$ cat src/rtl/axi_traffic_gen_pkg.sv
// Shared types and the data pattern for the AXI traffic generator and its responder models.
// Latency: n/a (package only).
// Backpressure: n/a (package only).
package axi_traffic_gen_pkg;

    typedef enum logic [2:0] {
        S_IDLE,
        S_AW,
        S_W,
        S_B,
        S_AR,
        S_R,
        S_DONE
    } state_t;

    localparam logic [1:0] BURST_INCR = 2'b01;
    localparam logic [1:0] RESP_OKAY  = 2'b00;

    // Byte address of beat j of burst k. The caller truncates the result to
    // its own address width, so wrap-around follows the bus width.
    function automatic logic [63:0] beat_address(
        input logic [63:0] base,
        input logic [15:0] k,
        input logic [7:0]  len,
        input logic [7:0]  j,
        input logic [15:0] bytes_per_beat
    );
        return base + ((64'(k) * (64'(len) + 64'd1)) + 64'(j)) * 64'(bytes_per_beat);
    endfunction

    // One 64-bit lane of beat data: the beat's own byte address. The full
    // beat is this word replicated across the data bus.
    function automatic logic [63:0] pattern_word(input logic [63:0] addr);
        return addr;
    endfunction

    // Saturating add used by the error counter; it never wraps back to zero.
    function automatic logic [31:0] sat_add(input logic [31:0] a, input logic [1:0] b);
        logic [32:0] s;
        s = {1'b0, a} + 33'(b);
        return s[32] ? 32'hFFFF_FFFF : s[31:0];
    endfunction

endpackage

$ cat src/rtl/axi_traffic_gen.sv
// AXI4 write-then-read-back traffic generator with a data checker and an error counter.
// Latency: one cycle per FSM step; done rises two edges after a zero-burst start.
// Backpressure: one channel active at a time; every VALID holds until its READY.
//
// Ports: clk/resetn (sync, active-low); start/base_addr/burst_count/burst_len
// are sampled together in IDLE; busy/done/error_count report status.
// M_AXI_* is a single-ID AXI4 master: the AW/W/B write path, then the AR/R read path.
module axi_traffic_gen
    import axi_traffic_gen_pkg::*;
#(
    parameter int DW = 512,
    parameter int AW = 64
) (
    input  logic            clk,
    input  logic            resetn,
    input  logic            start,
    input  logic [AW-1:0]   base_addr,
    input  logic [15:0]     burst_count,
    input  logic [7:0]      burst_len,
    output logic            busy,
    output logic            done,
    output logic [31:0]     error_count,
    output logic [AW-1:0]   M_AXI_AWADDR,
    output logic [7:0]      M_AXI_AWLEN,
    output logic [2:0]      M_AXI_AWSIZE,
    output logic [1:0]      M_AXI_AWBURST,
    output logic            M_AXI_AWVALID,
    input  logic            M_AXI_AWREADY,
    output logic [DW-1:0]   M_AXI_WDATA,
    output logic [DW/8-1:0] M_AXI_WSTRB,
    output logic            M_AXI_WLAST,
    output logic            M_AXI_WVALID,
    input  logic            M_AXI_WREADY,
    input  logic [1:0]      M_AXI_BRESP,
    input  logic            M_AXI_BVALID,
    output logic            M_AXI_BREADY,
    output logic [AW-1:0]   M_AXI_ARADDR,
    output logic [7:0]      M_AXI_ARLEN,
    output logic [2:0]      M_AXI_ARSIZE,
    output logic [1:0]      M_AXI_ARBURST,
    output logic            M_AXI_ARVALID,
    input  logic            M_AXI_ARREADY,
    input  logic [DW-1:0]   M_AXI_RDATA,
    input  logic [1:0]      M_AXI_RRESP,
    input  logic            M_AXI_RLAST,
    input  logic            M_AXI_RVALID,
    output logic            M_AXI_RREADY
);

    localparam int         BYTES  = DW / 8;
    localparam int         WORDS  = DW / 64;
    localparam logic [2:0] AXSIZE = 3'($clog2(BYTES));

    state_t        state, state_nxt;
    logic [AW-1:0] base_q;
    logic [AW-1:0] burst_addr;   // A(k): start address of the current burst
    logic [AW-1:0] beat_addr;    // A(k) + j*BYTES: address of the current beat
    logic [15:0]   count_q;
    logic [15:0]   k;
    logic [7:0]    len_q;
    logic [7:0]    j;
    logic [31:0]   err_q;
    logic          done_q;

    logic          last_beat;
    logic          last_burst;
    logic [AW-1:0] burst_bytes;
    logic [DW-1:0] exp_data;
    logic [1:0]    r_err;

    logic aw_vld, w_vld, b_rdy, ar_vld, r_rdy;

    assign last_beat   = (j == len_q);
    assign last_burst  = ({1'b0, k} + 17'd1) == {1'b0, count_q};
    assign burst_bytes = AW'((64'(len_q) + 64'd1) * 64'(BYTES));
    assign exp_data    = {WORDS{pattern_word(64'(beat_addr))}};

    // A read beat can carry up to three independent faults, each counted.
    always_comb begin
        r_err = 2'd0;
        r_err = 2'(M_AXI_RDATA != exp_data) + 2'(M_AXI_RRESP != RESP_OKAY)
              + 2'(M_AXI_RLAST != last_beat);
    end

    always_ff @(posedge clk) begin
        if (!resetn) begin
            state <= S_IDLE;
        end else begin
            state <= state_nxt;
        end
    end

    always_comb begin
        state_nxt = state;
        aw_vld    = 1'b0;
        w_vld     = 1'b0;
        b_rdy     = 1'b0;
        ar_vld    = 1'b0;
        r_rdy     = 1'b0;
        case (state)
            S_IDLE: begin
                if (start) begin
                    state_nxt = (burst_count == 16'd0) ? S_DONE : S_AW;
                end
            end
            S_AW: begin
                aw_vld = 1'b1;
                if (M_AXI_AWREADY) state_nxt = S_W;
            end
            S_W: begin
                w_vld = 1'b1;
                if (M_AXI_WREADY && last_beat) state_nxt = S_B;
            end
            S_B: begin
                b_rdy = 1'b1;
                if (M_AXI_BVALID) state_nxt = last_burst ? S_AR : S_AW;
            end
            S_AR: begin
                ar_vld = 1'b1;
                if (M_AXI_ARREADY) state_nxt = S_R;
            end
            S_R: begin
                r_rdy = 1'b1;
                // RLAST is only checked; the beat count alone ends the burst.
                if (M_AXI_RVALID && last_beat) state_nxt = last_burst ? S_DONE : S_AR;
            end
            S_DONE: begin
                state_nxt = S_IDLE;
            end
            default: begin
                state_nxt = S_IDLE;
            end
        endcase
    end

    always_ff @(posedge clk) begin
        if (!resetn) begin
            base_q     <= '0;
            burst_addr <= '0;
            beat_addr  <= '0;
            count_q    <= '0;
            len_q      <= '0;
            k          <= '0;
            j          <= '0;
            err_q      <= '0;
            done_q     <= 1'b0;
        end else begin
            // Registered so the pulse is a clean flop output, one cycle after DONE.
            done_q <= (state == S_DONE);
            case (state)
                S_IDLE: begin
                    if (start) begin
                        base_q     <= base_addr;
                        count_q    <= burst_count;
                        len_q      <= burst_len;
                        burst_addr <= base_addr;
                        beat_addr  <= base_addr;
                        k          <= '0;
                        j          <= '0;
                        err_q      <= '0;
                    end
                end
                S_AW: begin
                    if (M_AXI_AWREADY) begin
                        j         <= '0;
                        beat_addr <= burst_addr;
                    end
                end
                S_W: begin
                    if (M_AXI_WREADY) begin
                        j         <= j + 8'd1;
                        beat_addr <= beat_addr + AW'(BYTES);
                    end
                end
                S_B: begin
                    if (M_AXI_BVALID) begin
                        err_q <= sat_add(err_q, {1'b0, M_AXI_BRESP != RESP_OKAY});
                        if (last_burst) begin
                            // Write phase over: rewind to burst 0 for read-back.
                            k          <= '0;
                            burst_addr <= base_q;
                        end else begin
                            k          <= k + 16'd1;
                            burst_addr <= burst_addr + burst_bytes;
                        end
                    end
                end
                S_AR: begin
                    if (M_AXI_ARREADY) begin
                        j         <= '0;
                        beat_addr <= burst_addr;
                    end
                end
                S_R: begin
                    if (M_AXI_RVALID) begin
                        err_q     <= sat_add(err_q, r_err);
                        j         <= j + 8'd1;
                        beat_addr <= beat_addr + AW'(BYTES);
                        if (last_beat) begin
                            k          <= k + 16'd1;
                            burst_addr <= burst_addr + burst_bytes;
                        end
                    end
                end
                default: begin
                end
            endcase
        end
    end

    assign busy        = (state != S_IDLE) && (state != S_DONE);
    assign done        = done_q;
    assign error_count = err_q;

    assign M_AXI_AWADDR  = burst_addr;
    assign M_AXI_AWLEN   = len_q;
    assign M_AXI_AWSIZE  = AXSIZE;
    assign M_AXI_AWBURST = BURST_INCR;
    assign M_AXI_AWVALID = aw_vld;
    assign M_AXI_WDATA   = exp_data;
    assign M_AXI_WSTRB   = '1;
    assign M_AXI_WLAST   = last_beat;
    assign M_AXI_WVALID  = w_vld;
    assign M_AXI_BREADY  = b_rdy;
    assign M_AXI_ARADDR  = burst_addr;
    assign M_AXI_ARLEN   = len_q;
    assign M_AXI_ARSIZE  = AXSIZE;
    assign M_AXI_ARBURST = BURST_INCR;
    assign M_AXI_ARVALID = ar_vld;
    assign M_AXI_RREADY  = r_rdy;

endmodule

$ cat config.mk
export PLATFORM = sky130hd
export DESIGN_NAME = axi_traffic_gen
export DESIGN_NICKNAME = d
export VERILOG_FILES = /design/src/rtl/axi_traffic_gen_pkg.sv /design/src/rtl/axi_traffic_gen.sv
export SDC_FILE = /design/constraint.sdc
export NUM_CORES = 1
export LEC_CHECK = 0
export BUFFER_PORTS_ARGS = -buffer_cell sky130_fd_sc_hd__buf_2
export CORE_AREA = 2 2 531 533
export CTS_BUF_LIST = sky130_fd_sc_hd__clkbuf_8
export CTS_CLUSTER_DIAMETER = 30
export DETAILED_ROUTE_END_ITERATION = 10
export DIE_AREA = 0 0 533 535
export PLACE_DENSITY = 0.33
export SYNTH_ARGS = -nofsm -noshare
export SYNTH_HDL_FRONTEND = slang
export SYNTH_SLANG_ARGS = --single-unit
export TNS_END_PERCENT = 100
$ cat constraint.sdc
create_clock -name clk -period 6.98 [get_ports clk]
set_clock_uncertainty 0.2 [all_clocks]
set_input_delay 0.349 -clock clk [delete_from_list [all_inputs] [get_ports clk]]
set_output_delay 0.349 -clock clk [all_outputs]
set_load 0.03 [all_outputs]
==> metrics, run 1 <==
Chip Width=533 um; Bufs on Longest Clock Path=3; DR pass1 iterations=6; TritonCTS clock tree=done; Slowest cell on crit path=nor4_1; Sequential Power Share=between 20% and 30%; Die Ht=535 um; Critical Path AT=approximately 7200 ps; peak supply drop=roughly 0.00017 V; share of cells above drive strength 1=37.1%; Async SR Flop Fraction=0%; Crit Path Max Fanout=19; CP cell instances=inv_1 -> o22ai_1 -> nor4_1 -> nand3_1 -> nor4_2 -> nand4_1 -> nor4_4 -> buf_4 -> fa_1 -> inv_1 -> ha_1 -> fa_1 -> nand3_1 -> nor4_1 -> buf_4 -> nand3b_1 -> nor3_1 -> mux2i_1 -> o221ai_1 -> o21ai_0 -> nor2_1; io pins=1,383; global-route wire length before repair=~330,000 um; Synth Cell Area=around 27,000 um2; CTS Buf Count=roughly 120; Sink Count=between 200 and 300; Port Buffers=roughly 1,300; total leakage power=about 16 nW; Worst Hold Class=in2reg; fmax=between 100 and 150 MHz; PD cells=361 nW/um2; GP Congestion=about 0.97; clock power share=26.3%; initial DRC count=a little over 3,000; vias per inst=around 3.9; effective utilization at floorplan=under 10%; largest net degree at the start of global routing=121; grt total ovfl=0; WL per Instance=~31 um; sequential-to-total area share from yosys stat=between 20% and 30%; row count=just under 200; antenna violations before repair=approximately 180; multi-input gate area in the final layout=15,800 um2; Routed WL=between 200,000 and 300,000 um; Root Buffer=clkbuf_8; Hold Fails Final Rpt=0; CP endpoint kind=flip-flop; FF+latch count, synth=approximately 280; Synth Flop Type=dfxtp_1; Final Max Slew Viols=0; slew margin rel.=a little under 20%; number of synthesized flops with an enable pin=0; Net Sw Frac=between 50% and 60%; Avg Inst Size Synth=around 7.2 um2; most common cell after layout, fill and taps aside=buf_2; Die Area=about 290,000 um2; combinational power share=52.4%; RSZ-0062 raised after global routing=false; delay-heaviest family, CP=simple AND/OR/NAND/NOR gates; kind of critical path=reg2reg; clock transition at the registers of the reported paths=~50 ps; # setup viols final=0; Max Cap Viol=0; vias in the first global route=~31,000; crit share post-route=between 90% and 100%; net load switching power=just under 8 mW; status=finished, final reports clean; ANT nets after route=0; Pint=6.11 mW; latest clock arrival within the worst-skew pair=roughly 900 ps; commonest non-fill, non-tap cells in the layout=1,308 x buf_2, 376 x nand2_1, 253 x a21oi_1, 215 x dfxtp_1, 215 x xnor2_1; Worst Path Buf+Inv=4; Yosys warnings=0; DP HPWL=221,000 um; Tot GR Track Use=17.7%; Layout area overhead=44.4%; flip-flop and latch area=5610 um2; crit path time final=6670 ps; fillcell total=around 32,000; startpoint types=flip-flop; Yosys cell types=just under 80; Vias=33,091; WP data required=about 7500 ps; H-tree Lvls=3; Synth Instances=about 3,700; max incr delay on CP=approximately 610 ps; Power Total=~14 mW; Residual DRC=0; worst slew pin tran=roughly 1200 ps; core footprint=279,000 um2; Hold WS=roughly 130 ps; nets@finish=between 5,000 and 6,000
==> synth_stat cells, drive strengths merged, types with 76 or more instances <==
cell type    n  area (um2)
o21ai      153         766
nand2      378        1420
xor2       175        1530
xnor2      215        1880
nand4      113         713
nor2       173         666
clkbuf     210         791
a22oi       76         571
nor3       143         716
buf        636        4650
dfxtp      276        5530
nor4       104         666
a21oi      254        1270
nand3      112         566
and3        95         594
==> power by group through the flow <==
| stage | Clock (mW) | Sequential (mW) | Combinational (mW) |
|---|---|---|---|
| final | 3.64 | 2.93 | 7.24 |
| after global placement | 0 | 2.99 | 7.21 |
| after floorplan | 0 | 2.65 | 4.63 |
| after detailed placement | 0 | 3.02 | 7.18 |
| after global routing | 3.83 | 2.98 | 7.59 |
| after CTS | 3.75 | 2.99 | 7.30 |
==> registers in the layout, summed over array words and instances, names as in the netlist <==
register / flops
M_AXI_ARADDR: 64
base_q: 64
beat_addr: 64
error_count: 32
count_q: 16
k: 16
M_AXI_ARLEN: 8
j: 8
state: 3
done: 1
==> final timing paths <==
check | from | end | cells after the start | slack [ps]
worst max register to register | beat_addr[37]$_SDFFE_PN0P_ | error_count[30]$_SDFFE_PN0P_ | 21 | 310
worst max-delay path | beat_addr[37]$_SDFFE_PN0P_ | error_count[30]$_SDFFE_PN0P_ | 21 | 310
worst min-delay path | start | base_q[60]$_SDFFE_PN0P_ | 5 | 130
worst min register to register | base_q[60]$_SDFFE_PN0P_ | base_q[60]$_SDFFE_PN0P_ | 2 | 250
==> layer usage <==
layer	global-route usage (%)	share of wire, %	wire length [um]	up-vias
li1	-	-	-	14478
met1	21.2	40	107000	16133
met2	29.4	47	125000	1868
met3	5.03	7.9	21200	514
met4	7.71	5.0	13300	98
met5	0	0.23	624	-
==> cells by family after synthesis <==
family | after synthesis | share of synthesized area [%]
buf+inv | 902 | 21.3
mux | 5 | 0.189
xor+xnor | 390 | 12.9
fa+ha+maj | 20 | 1.03
simple gates | 1277 | 24.3
other cells | 2 | 0.0283
flops | 276 | 20.8
compound gates | 807 | 19.4
==> repair_timing <==
action | CTS | global route
cloned | 0 | 0
endpoints found under the setup margin | 29 | 3
hold buffers | 145 | 0
resized for setup | 4 | 6
pin swaps | 0 | 1
hold endpoints to repair | 229 | 0
setup buffers | 0 | 4
==> worst register-to-register path, delay by kind of cell, from the launching register on <==
kind / cells / cell delay, ps
simple gates: 10 / 3360
buf+inv: 4 / 880
compound gates: 3 / 410
mux: 1 / 240
fa+ha+maj: 3 / 870
flops: 1 / 590
==> per-stage QoR <==
stage / instance area, um2 / utilization (%) / std cells / setup WS, ps / setup TNS (ps)
2_1_floorplan: 26800 / - / 3751 / 1740 / 0
3_3_place_gp: 33800 / 12.1 / 8069 / -923 / -8350
3_5_place_dp: 33800 / 12.1 / 8070 / -657 / -6830
4_1_cts: 38100 / 13.6 / 8431 / 39.7 / 0
5_1_grt: 38200 / 13.7 / 8473 / 8.60 / 0
6_report: 38300 / 13.7 / 8505 / 308 / 0
==> area by class of cell <==
class / count / area share, %
Antenna cell: 70 / 0.458
Clock buffer: 161 / 5.79
Clock inverter: 55 / 1.45
Inverter: 56 / 0.562
Multi-Input combinational cell: 2573 / 41.2
Sequential cell: 276 / 14.7
Tap cell: 3724 / 12.2
Timing Repair Buffer: 1590 / 23.7
Power figures use the tool's default switching activity.
==> run 2, diff against run 1 <==
ABC_AREA = 1   (was unset)
CORE_AREA = 2 2 534 536   (was 2 2 531 533)
DIE_AREA = 0 0 536 538   (was 0 0 533 535)
PLACE_DENSITY = 0.34   (was 0.33)
==> run 2 against run 1 <==
Non-clock buffer count shrank 19. Final area grew 8.2%. Synthesized cell count grew 29%. Critical endpoint is now error_count[15]$_SDFFE_PN0P_. Cell count grew 13%. Sequential share of layout area shrank 1.2 points. Wire length shrank 11%. Register-to-register slack gained 350 ps. Clock power shrank 6.6%.
==> metrics, run 2 <==
latest clock arrival within the worst-skew pair=approximately 860 ps; most common cell after layout, fill and taps aside=buf_2; Yosys warnings=0; Bufs on Longest Clock Path=3; # setup viols final=0; clock transition at the registers of the reported paths=approximately 40 ps; largest net degree at the start of global routing=100; combinational power share=64.0%; Async SR Flop Fraction=0%; Yosys cell types=50; PD cells=479 nW/um2; Placement Setup Slack=between 400 and 500 ps; net load switching power=12.3 mW; vias in the first global route=around 34,000; fin cells=between 9,000 and 10,000; post-CTS setup buffer count=0; Synth Cell Area=30,200 um2; worst slew pin tran=about 1300 ps; crit path time final=~6300 ps; Max Cap Viol=0; initial DRC count=2,475; Die Ht=538 um; fillcell total=approximately 33,000; share of cells above drive strength 1=approximately 30%; GP Congestion=approximately 0.89; number of synthesized flops with an enable pin=0; Synth area leaders=dfxtp_1 18%, buf_4 15%, nand2_1 12%; Root Buffer=clkbuf_8; Residual DRC=0; Sink Count=~280; Chip Width=around 540 um; status=finished, final reports clean; nets@finish=around 6,300; Hold Fails Final Rpt=0; peak supply drop=between 0.0002 and 0.0003 V; Die Area=around 290,000 um2; Net Sw Frac=about three fifths; Layout area overhead=37.4%; H-tree Lvls=4; DP HPWL=193,000 um; commonest cells in the netlist=945 x nand2_1, 598 x buf_4, 436 x inv_1, 356 x nor2_1, 328 x xor2_1; global-route wire length before repair=305,000 um; Final Max Slew Viols=0; antenna violations before repair=roughly 110; commonest non-fill, non-tap cells in the layout=1,307 x buf_2, 942 x nand2_1, 484 x inv_1, 354 x nor2_1, 328 x xor2_1; CP endpoint kind=flip-flop; Worst Hold Class=in2reg; Fin Setup TNS=0 ps; top-count cell post-synth=nand2_1; Crit Path Max Fanout=12; Synth Flop Type=dfxtp_1; slew margin rel.=16.3%; final worst setup slack=657 ps; Port Buffers=around 1,300; Final Instance Area=41,400 um2; effective utilization at floorplan=around a tenth; Sequential Power Share=18.8%; total leakage power=19.1 nW; core footprint=around 280,000 um2; Pint=7.54 mW; ANT nets after route=0; Tot GR Track Use=between 10% and 20%; RSZ-0062 raised after global routing=false; DR pass1 iterations=5; DP Area=37,400 um2; post-cts repair resize count=0; Vias=about 36,000; CTS Buf Count=133; fmax=between 150 and 200 MHz; io pins=1,383; crit share post-route=90.6%; clock power share=between 10% and 20%; Yosys top cell by area=dfxtp_1; Synth top area share=between 15 and 20%; TritonCTS clock tree=done; Routed WL=approximately 240,000 um; grt total ovfl=0; CTS hold repair buffers=between 100 and 150; Synth Instances=between 4,000 and 5,000; startpoint types=flip-flop; r2r setup slk=about 660 ps; Avg Inst Size Synth=around 6.4 um2; WP data required=~7600 ps; WL per Instance=about 25 um; Critical Path AT=6910 ps; Placed Cells=9,185; kind of critical path=reg2reg; FF+latch count, synth=276; row count=slightly below 200; sequential-to-total area share from yosys stat=18.3%; vias per inst=between 3 and 4
## run 2: path summary, 6_finish.rpt
check | endpoint | from | cells past startpoint
worst max register to register | error_count[15]$_SDFFE_PN0P_ | beat_addr[9]$_SDFFE_PN0P_ | 24
worst min-delay path | count_q[0]$_SDFFE_PN0P_ | start | 4
worst min register to register | base_q[0]$_SDFFE_PN0P_ | base_q[0]$_SDFFE_PN0P_ | 2
worst max-delay path | error_count[15]$_SDFFE_PN0P_ | beat_addr[9]$_SDFFE_PN0P_ | 24
## run 2: cell type report
class                      count  area [um2]  area share (%)
multi-input combinational   3262       17800            43.1
timing repair buffer        1571        8880            21.4
sequential                   276        5570            13.4
tap                         3762        4710            11.4
clock buffer                 164        2260            5.45
inverter                     446        1680            4.06
clock inverter                70         404           0.975
antenna                       36        90.1           0.217
## run 2: worst max-delay path: stages, from the launching register on
cell	delay, ps
dfxtp_1	1020
xor2_1	240
nor4_1	490
nand2_1	110
nor3_1	320
nand4_1	320
nor2_1	170
nand2_1	90
nor3_2	280
buf_4	290
fa_1	450
inv_1	80
ha_1	190
fa_1	210
nand2_1	180
inv_1	120
nand2_1	90
nor2_1	190
nand2_1	110
nor2_1	300
buf_4	270
nor3_1	70
o221ai_1	180
o211ai_1	120
inv_1	90
## run 2: kinds of logic after synthesis
logic type               Yosys count  synth area share, %
flip-flops                       276                 18.3
XOR/XNOR                         538                 15.6
other                              2               0.0249
buffers and inverters           1282                 23.6
AO/OA/AOI/OAI                    572                 11.0
adder cells (fa/ha/maj)           20                0.905
AND/OR/NAND/NOR                 2058                 30.5
## run 2: power by group through the flow
stage / registers, mW / logic (mW) / clock network [mW]
6_report: 3.74 / 12.7 / 3.40
5_1_grt: 3.85 / 13.7 / 3.64
4_1_cts: 3.80 / 13.0 / 3.55
3_5_place_dp: 3.83 / 12.8 / 0
3_3_place_gp: 3.80 / 12.9 / 0
2_1_floorplan: 3.44 / 8.82 / 0
## run 2: per-layer routing
layer / share of wire (%) / vias up / track usage, %
met5: 0.13 / - / 0
met4: 3.7 / 46 / 6.01
met3: 6.8 / 361 / 3.87
met2: 47 / 1484 / 26.2
met1: 42 / 16991 / 19.0
li1: - / 16761 / -
## run 2: per-stage QoR
stage	power [mW]	util (%)	hold slack [ps]
2_1_floorplan	12.3	-	230
3_3_place_gp	16.7	13.2	244
3_5_place_dp	16.7	13.2	247
4_1_cts	20.3	14.6	11.1
5_1_grt	21.1	14.6	56.8
6_report	19.8	14.6	54.5
